===== src/rtl/nibble_serial_addsub_pkg.sv =====
// Shared definitions for the nibble-serial add/subtract sequencer.
//   state_t  : sequencer states (IDLE, RUN, DONE)
//   NIBBLE_W : width of the time-shared adder slice
package nibble_serial_addsub_pkg;

  localparam int unsigned NIBBLE_W = 4;

  typedef enum logic [1:0] {
    ST_IDLE = 2'd0,
    ST_RUN  = 2'd1,
    ST_DONE = 2'd2
  } state_t;

endpackage : nibble_serial_addsub_pkg


===== src/rtl/nibble_serial_addsub_rca4.sv =====
// 4-bit ripple-carry adder slice.
//   carryin  : carry into bit 0
//   X, Y     : 4-bit addends
//   S        : 4-bit sum
//   carryout : carry out of bit 3
module nibble_serial_addsub_rca4 (
  input  logic       carryin,
  input  logic [3:0] X,
  input  logic [3:0] Y,
  output logic [3:0] S,
  output logic       carryout
);

  logic [4:0] w_c;

  assign w_c[0] = carryin;

  for (genvar i = 0; i < 4; i++) begin : g_fa
    assign S[i]     = X[i] ^ Y[i] ^ w_c[i];
    assign w_c[i+1] = (X[i] & Y[i]) | (w_c[i] & (X[i] ^ Y[i]));
  end

  assign carryout = w_c[4];

endmodule : nibble_serial_addsub_rca4


===== src/rtl/nibble_serial_addsub.sv =====
// Nibble-serial WIDTH-bit add/subtract: one 4-bit adder slice is reused
// once per clock, LSB nibble first, with the inter-nibble carry registered.
//   clock     : rising-edge clock
//   reset     : synchronous active-high reset
//   start     : request, honoured in IDLE or DONE only
//   sub       : 0 = A+B, 1 = A-B (sampled with start)
//   A, B      : WIDTH-bit operands (sampled with start)
//   busy      : high while nibbles are being processed
//   done      : one-cycle pulse when S/carryout/overflow are final
//   S         : result, valid from done until the next accepted start
//   carryout  : final carry (subtract: 1 = no borrow)
//   overflow  : two's-complement overflow of the full-width operation
module nibble_serial_addsub
  import nibble_serial_addsub_pkg::*;
#(
  parameter int unsigned NIBBLES = 4,
  parameter int unsigned WIDTH   = 4 * NIBBLES
) (
  input  logic             clock,
  input  logic             reset,
  input  logic             start,
  input  logic             sub,
  input  logic [WIDTH-1:0] A,
  input  logic [WIDTH-1:0] B,
  output logic             busy,
  output logic             done,
  output logic [WIDTH-1:0] S,
  output logic             carryout,
  output logic             overflow
);

  localparam int unsigned CNT_W = (NIBBLES > 1) ? $clog2(NIBBLES) : 1;

  state_t                r_state;
  state_t                w_state_next;
  logic [WIDTH-1:0]      r_opa;
  logic [WIDTH-1:0]      r_opb;
  logic                  r_carry;
  logic [CNT_W-1:0]      r_cnt;
  logic [WIDTH-1:0]      r_s;
  logic                  r_cout;
  logic                  r_ovf;

  logic [NIBBLE_W-1:0]   w_x;
  logic [NIBBLE_W-1:0]   w_y;
  logic [NIBBLE_W-1:0]   w_sum;
  logic                  w_cout;
  logic                  w_last;
  logic                  w_accept;

  assign w_last   = (r_cnt == CNT_W'(NIBBLES - 1));
  assign w_accept = start && ((r_state == ST_IDLE) || (r_state == ST_DONE));

  // Nibble mux: select the operand slice addressed by the counter.
  always_comb begin
    w_x = '0;
    w_y = '0;
    for (int unsigned k = 0; k < NIBBLES; k++) begin
      if (r_cnt == CNT_W'(k)) begin
        w_x = r_opa[k*NIBBLE_W +: NIBBLE_W];
        w_y = r_opb[k*NIBBLE_W +: NIBBLE_W];
      end
    end
  end

  nibble_serial_addsub_rca4 u_rca4 (
    .carryin  (r_carry),
    .X        (w_x),
    .Y        (w_y),
    .S        (w_sum),
    .carryout (w_cout)
  );

  always_ff @(posedge clock) begin
    if (reset) begin
      r_state <= ST_IDLE;
    end else begin
      r_state <= w_state_next;
    end
  end

  always_comb begin
    w_state_next = r_state;
    case (r_state)
      ST_IDLE: if (start)  w_state_next = ST_RUN;
      ST_RUN:  if (w_last) w_state_next = ST_DONE;
      ST_DONE: w_state_next = start ? ST_RUN : ST_IDLE;
      default: w_state_next = ST_IDLE;
    endcase
  end

  always_ff @(posedge clock) begin
    if (reset) begin
      r_opa   <= '0;
      r_opb   <= '0;
      r_carry <= 1'b0;
      r_cnt   <= '0;
      r_s     <= '0;
      r_cout  <= 1'b0;
      r_ovf   <= 1'b0;
    end else if (w_accept) begin
      // Subtraction is A + ~B + 1: invert B here, inject the 1 as carry-in.
      r_opa   <= A;
      r_opb   <= sub ? ~B : B;
      r_carry <= sub;
      r_cnt   <= '0;
      r_s     <= '0;
    end else if (r_state == ST_RUN) begin
      for (int unsigned k = 0; k < NIBBLES; k++) begin
        if (r_cnt == CNT_W'(k)) begin
          r_s[k*NIBBLE_W +: NIBBLE_W] <= w_sum;
        end
      end
      r_carry <= w_cout;
      r_cnt   <= r_cnt + CNT_W'(1);
      if (w_last) begin
        r_cout <= w_cout;
        // On the last nibble w_x/w_y hold the operand sign bits.
        r_ovf  <= (w_x[NIBBLE_W-1] == w_y[NIBBLE_W-1]) &&
                  (w_sum[NIBBLE_W-1] != w_x[NIBBLE_W-1]);
      end
    end
  end

  assign busy     = (r_state == ST_RUN);
  assign done     = (r_state == ST_DONE);
  assign S        = r_s;
  assign carryout = r_cout;
  assign overflow = r_ovf;

endmodule : nibble_serial_addsub


===== config.mk =====
export PLATFORM = sky130hd
export DESIGN_NAME = nibble_serial_addsub
export DESIGN_NICKNAME = d
export VERILOG_FILES = /design/src/rtl/nibble_serial_addsub_pkg.sv /design/src/rtl/nibble_serial_addsub_rca4.sv /design/src/rtl/nibble_serial_addsub.sv
export SDC_FILE = /design/constraint.sdc
export NUM_CORES = 1
export LEC_CHECK = 0
export ABC_AREA = 1
export CORE_ASPECT_RATIO = 0.8
export CORE_MARGIN = 1
export CORE_UTILIZATION = 35
export CTS_CLUSTER_DIAMETER = 60
export DETAILED_ROUTE_END_ITERATION = 7
export GPL_TIMING_DRIVEN = 0
export PLACE_DENSITY = 0.63
export SYNTH_ARGS = -nofsm -noshare
export SYNTH_HDL_FRONTEND = slang
export SYNTH_SLANG_ARGS = --single-unit

===== constraint.sdc =====
create_clock -name clock -period 3.4 [get_ports clock]
set_input_delay 0.68 -clock clock [delete_from_list [all_inputs] [get_ports clock]]
set_output_delay 0.68 -clock clock [all_outputs]
set_load 0.005 [all_outputs]

-- Word level (Yosys, flattened, before mapping)
Cells that the tools add are included.
- output and inout bits: 20
- word-level logic and storage cells: 71
- register bits: 55
- muxes and demuxes: 15
- reductions and logical operators: 13
- eq/ne operators: 9
- $add $sub $neg: 1
- bitwise gates (word level): 22
- operators with widths (kind ; count):
    2-to-1 mux 4 bit ; 8
    2-to-1 mux 16 bit ; 1
    NOT 16 bit ; 1
    AND reduction 2 bit ; 5
    bitwise AND 1 bit ; 8
    bitwise XOR 1 bit ; 8
    == test 2 bit (second input constant) ; 3
    one-hot mux 2 bit (3 select lines) ; 1
    == test 2 x 1 -> 1 bit (second input constant) ; 2
    logical NOT 2 bit ; 2
    2-to-1 mux 2 bit ; 2
    OR 1 bit ; 4
    2-to-1 mux 1 bit ; 3
    AND reduction 3 bit ; 1
    adder 2 x 1 -> 2 bit (second input constant) ; 1
    logical AND 1 bit ; 2
    != test 2 x 1 -> 1 bit (second input constant) ; 1
    != test 2 bit (second input constant) ; 1
    nonzero test 2 bit ; 1
    OR reduction 2 bit ; 1
    == test 1 bit ; 1
    logical OR 1 bit ; 1
    != test 1 bit ; 1
    NOT 1 bit ; 1

-- Logic depth before layout (Yosys ltp)
- depth in word-level cells: 16
- gate-level depth with buffers: 18
- mapped depth without buffers: 17

-- By module
Synthesis repeated with hierarchy kept, for this count alone.
- cell total of the unflattened synthesis: 333
- area, all modules: 2558.7 um^2
- modules (own cells, without submodules) (module ; cells each ; sequential area each (um^2) ; times used ; area an instance (um^2)):
    nibble_serial_addsub ; 319 ; 1101.1 ; 1 ; 2441.1
    nibble_serial_addsub_rca4 ; 14 ; 0.0 ; 1 ; 117.6

-- Least setup slack after synthesis
No wires, ideal clock.
- path type: register to register
- start point: register r_cnt[0]
- end point: register r_ovf, in the netlist overflow
- setup time: 0.115 ns
- required time: 3.285 ns
- buffers on the path: 1
- cell stages (with the launch flop): 19
- period minus slack after synthesis: 3.073 ns
- arrival: 2.957 ns
- setup slack: 0.327 ns
- cell sequence: dfxtp_1 -> inv_1 -> ha_1 -> buf_6 -> inv_4 -> o21ai_0 -> o21ai_0 -> o21ai_0 -> fa_1 -> inv_1 -> fa_1 -> inv_1 -> fa_1 -> inv_1 -> fa_1 -> inv_1 -> nand3_1 -> nand3_1 -> a21oi_2
- word-level cells in the longest chain between the ends: 15
- ends and longest elaborated chain (what ; RTL line ; source):
    start: declaration ; nibble_serial_addsub.sv:39 ; logic [CNT_W-1:0] r_cnt;
    start signal: assignment ; nibble_serial_addsub.sv:115 ; r_cnt <= r_cnt + CNT_W'(1);
    logical NOT 2 bit ; nibble_serial_addsub.sv:59 ; if (r_cnt == CNT_W'(k)) begin
    2-to-1 mux 4 bit (4 in a row) ; nibble_serial_addsub.sv:59 ;
    bitwise XOR 1 bit ; nibble_serial_addsub_rca4.sv:20 ; assign w_c[i+1] = (X[i] & Y[i]) | (w_c[i] & (X[i] ^ Y[i]));
    bitwise AND 1 bit ; nibble_serial_addsub_rca4.sv:20 ;
    OR 1 bit ; nibble_serial_addsub_rca4.sv:20 ;
    bitwise AND 1 bit ; nibble_serial_addsub_rca4.sv:20 ;
    OR 1 bit ; nibble_serial_addsub_rca4.sv:20 ;
    bitwise AND 1 bit ; nibble_serial_addsub_rca4.sv:20 ;
    OR 1 bit ; nibble_serial_addsub_rca4.sv:20 ;
    bitwise XOR 1 bit (*) ; nibble_serial_addsub_rca4.sv:19 ; assign S[i] = X[i] ^ Y[i] ^ w_c[i];
    named net u_rca4.S[3] ; nibble_serial_addsub_rca4.sv:10 ; output logic [3:0] S,
    != test 1 bit (*) ; nibble_serial_addsub.sv:120 ; (w_sum[NIBBLE_W-1] != w_x[NIBBLE_W-1]);
    logical AND 1 bit (*) ; nibble_serial_addsub.sv:119 ; r_ovf <= (w_x[NIBBLE_W-1] == w_y[NIBBLE_W-1]) &&
    end signal: assignment ; nibble_serial_addsub.sv:119 ;
    end: declaration ; nibble_serial_addsub.sv:42 ; logic r_ovf;
The timed path passes the listed nets; every way through them passes the cells marked *.
A chain may end at the register's enable or synchronous reset.

-- Worst setup path after layout
Same ends and word-level chain as after synthesis.

==> flow_summary.json <==
{
  "startpoint": "r_cnt[0]$_SDFFE_PP0P_",
  "setup_viol": 0,
  "cts_tree": "yes",
  "critPathBufInv": 7,
  "avgSynthCellArea_sq_um": 8.32,
  "crit_chain": "inv_1 -> ha_1 -> buf_6 -> inv_6 -> o21ai_0 -> o21ai_1 -> o21ai_1 -> fa_1 -> inv_1 -> fa_1 -> inv_1 -> fa_1 -> inv_2 -> fa_2 -> inv_2 -> nand3_1 -> nand3_1 -> a21oi_2",
  "std_cell_rows": 27,
  "relSlewSlack_pct": 71.1,
  "seqCellArea_sq_mm": 0.00110,
  "syn_inst": 312,
  "rsz0062_at_grt": "false",
  "cts_hold_buf": 0,
  "cts_num_sinks": 55,
  "fin_area_sq_mm": 0.00338,
  "cts_made_buffers": 5,
  "grt_use_met2_pct": 25.7,
  "slew_viol_final": 0,
  "min_path_type": "reg -> reg",
  "max_stage_delay_ps": 440,
  "yosysSeqAreaShare_pct": 42.4,
  "fp.dieH_microns": 79.0,
  "htree_levels": 2,
  "cp-end-kind": "flip-flop",
  "synthTopCellsByCount": "dfxtp_1 (55), o21ai_0 (50), nor2_1 (45)",
  "cp_max_fo": 9,
  "grt_first_pass_wirelength_mm": 9.96,
  "num_vias": 2199,
  "grt_usage_pct": 16.3,
  "path_class": "reg -> reg",
  "peakVddDrop_mv": 0.187,
  "antenna_left": 0,
  "place_inst": 453,
  "synthTopCellsByArea": "dfxtp_1 (42%), o21ai_0 (9.6%), a21oi_1 (8.5%)",
  "crit_family": "adder cells",
  "die_w_microns": 98.3,
  "min_period_ps": 3210,
  "final-hold-violation-count": 0,
  "gp_congestion": 0.826,
  "slowest_stage": "fa_2",
  "r2r_cells": 18,
  "clock_latency_ps": 310,
  "finalCritPeriodShare_pct": 94.4,
  "power_density_mw_per_mm2": 433,
  "dpl_cell_area_sq_mm": 0.00324,
  "final_cells": 461,
  "drv_cap": 0,
  "worstMarginPinSlew_ps": 433,
  "coreArea_sq_mm": 0.00703,
  "timing.rr.end": "overflow$_SDFFE_PP0P_",
  "crit_path_end": "overflow$_SDFFE_PP0P_",
  "synth_top_cell_area_share_pct": 42.4,
  "fin_nets": 419,
  "p_leak_nw": 1.31,
  "crit_cells": 18,
  "layout-drive-gt1-share_pct": 15.0,
  "violations": "DRC",
  "r2r_start": "r_cnt[0]$_SDFFE_PP0P_",
  "start_util_pct": 36.9,
  "dr.pass1.iters": 8,
  "root_buffer": "clkbuf_8",
  "status": "finished, violations left",
  "n_antenna_cell": 0,
  "cp.arrival_ps": 3410,
  "dieArea_sq_mm": 0.00776,
  "via_per_inst": 4.77,
  "netlist.top_cell.by_area": "dfxtp_1",
  "globalRoute.totalOverflow": 0,
  "yosysUniqueCellTypes": 29,
  "synth_seq_cells": 55,
  "totalWireLength_mm": 6.04,
  "ys_async_sr_fraction_pct": 0,
  "synth_most_common_cell": "dfxtp_1",
  "dp_hpwl_mm": 4.59,
  "grt_start_max_net_pins": 16,
  "critPathLaunchType": "flip-flop",
  "required_ps": 3600,
  "yosysWarnings": 0,
  "area_growth_pct": 30.3,
  "drt_iter0_drc": 97,
  "portBuffers": 54,
  "multi_input_area_sq_mm": 0.00127,
  "rrSetupSlack_ps": 190,
  "synth-edff-count": 0,
  "clkTransAtPathRegs_ps": 100,
  "clock_skew_ps": 8.63,
  "n_fill_cell": 682,
  "synthFlopType": "dfxtp_1",
  "io_pins": 56,
  "max_freq_mhz": 312,
  "synth_nets": 357,
  "routedWlPerCell_microns": 13.1,
  "met3_usage_pct": 3.43,
  "top_usage_layer": "met2",
  "grt_pass1_vias": 2106,
  "grt.met1_usage_pct": 22.4,
  "clockBufferDepth": 2,
  "antenna_found_initial": 0,
  "synthesis.area_sq_mm": 0.00259,
  "drcViolationCount": 3
}
==> routing by layer <==
layer	wire (microns)	vias to the layer above
met5	0	-
met4	38	0
met3	396	5
met2	2630	58
met1	2970	986
li1	-	1150
==> how the worst min path moves through the flow <==
stage                       endpoint                   from  depth (start not counted)  slack [ps]
3_3_place_gp   r_opa[2]$_SDFFE_PP0P_  r_opa[2]$_SDFFE_PP0P_                          2         440
2_1_floorplan  r_opa[2]$_SDFFE_PP0P_  r_opa[2]$_SDFFE_PP0P_                          2         430
4_1_cts        r_opa[2]$_SDFFE_PP0P_  r_opa[2]$_SDFFE_PP0P_                          2         460
6_report       r_opa[2]$_SDFFE_PP0P_  r_opa[2]$_SDFFE_PP0P_                          2         460
5_1_grt        r_opa[2]$_SDFFE_PP0P_  r_opa[2]$_SDFFE_PP0P_                          2         480
3_5_place_dp   r_opa[2]$_SDFFE_PP0P_  r_opa[2]$_SDFFE_PP0P_                          2         450
==> cell usage in the layout (no fill, tap or decap), types with 2 or more instances in the layout <==
master,Yosys,final
clkbuf_8,0,5
nand2_2,1,2
buf_4,4,5
nor2_8,2,2
inv_1,19,17
o21ai_2,6,6
o211ai_1,2,2
clkdlybuf4s50_1,0,54
o21ai_0,50,48
buf_2,5,5
fa_1,4,3
dfxtp_2,0,2
o21ai_1,0,2
inv_2,4,6
nand2_1,20,19
inv_6,1,3
nor2_2,2,2
nor2_4,3,3
a21oi_1,44,44
ha_1,5,4
nand3_1,6,6
buf_6,4,4
nor2_1,45,45
a21oi_2,4,4
xnor2_1,16,16
dfxtp_1,55,53
clkbuf_1,2,3
==> layout make-up <==
class	count	share of cell area (%)
plain buffers	17	3.92
clock buffers	6	2.15
clock inverters	1	0.888
inverters	26	3.33
multi-input cells	214	37.6
flip-flops and latches	55	32.6
well taps	87	3.22
repair buffers	55	16.2
==> flip-flops by register name (all words and copies together), names as in the netlist <==
register / flops
r_opa: 16
carryout: 1
overflow: 1
r_opb: 16
r_cnt: 2
S: 16
r_state: 2
r_carry: 1
==> metrics by stage <==
stage / total power, mW / setup slack, ps / hold slack [ps] / util [%] / setup TNS [ps]
CTS: 1.47 / 16.9 / 460 / 47.7 / 0
floorplan: 0.924 / 327 / 430 / - / 0
global placement: 1.04 / -8.88 / 442 / 46.2 / -8.88
global route: 1.55 / 4.16 / 485 / 48.1 / 0
detailed placement: 1.05 / -32.9 / 447 / 46.2 / -32.9
finish: 1.46 / 191 / 459 / 48.1 / 0
==> worst register-to-register path: cells and delay by family (launching register included) <==
kind / cells / cell delay [ps]
DFF: 1 / 350
AOI/OAI and AO/OA: 4 / 390
adders and majority gates: 5 / 1560
buffers and inverters: 7 / 630
and+or+nand+nor: 2 / 170
==> cell families after synthesis <==
group                    after synthesis  share of synthesized area (%)
AO/OA/AOI/OAI                        110                           23.3
adder cells (fa/ha/maj)                9                           5.50
flip-flops                            55                           42.4
AND/OR/NAND/NOR                       79                           14.1
XOR/XNOR                              16                           5.40
buffers and inverters                 43                           9.26
==> power by group <==
part	internal [mW]	leakage (nW)	switching, mW
Combinational	0.153	0.809	0.187
Clock	0.216	0.0513	0.201
Sequential	0.686	0.453	0.0219
==> timing repair <==
| item | 4_1_cts | 5_1_grt |
|---|---|---|
| pin swaps | 0 | 2 |
| endpoints found under the setup margin | 1 | 4 |
| resized for setup | 3 | 10 |
| setup buffers | 0 | 1 |
(Power assumes the default switching activity.)
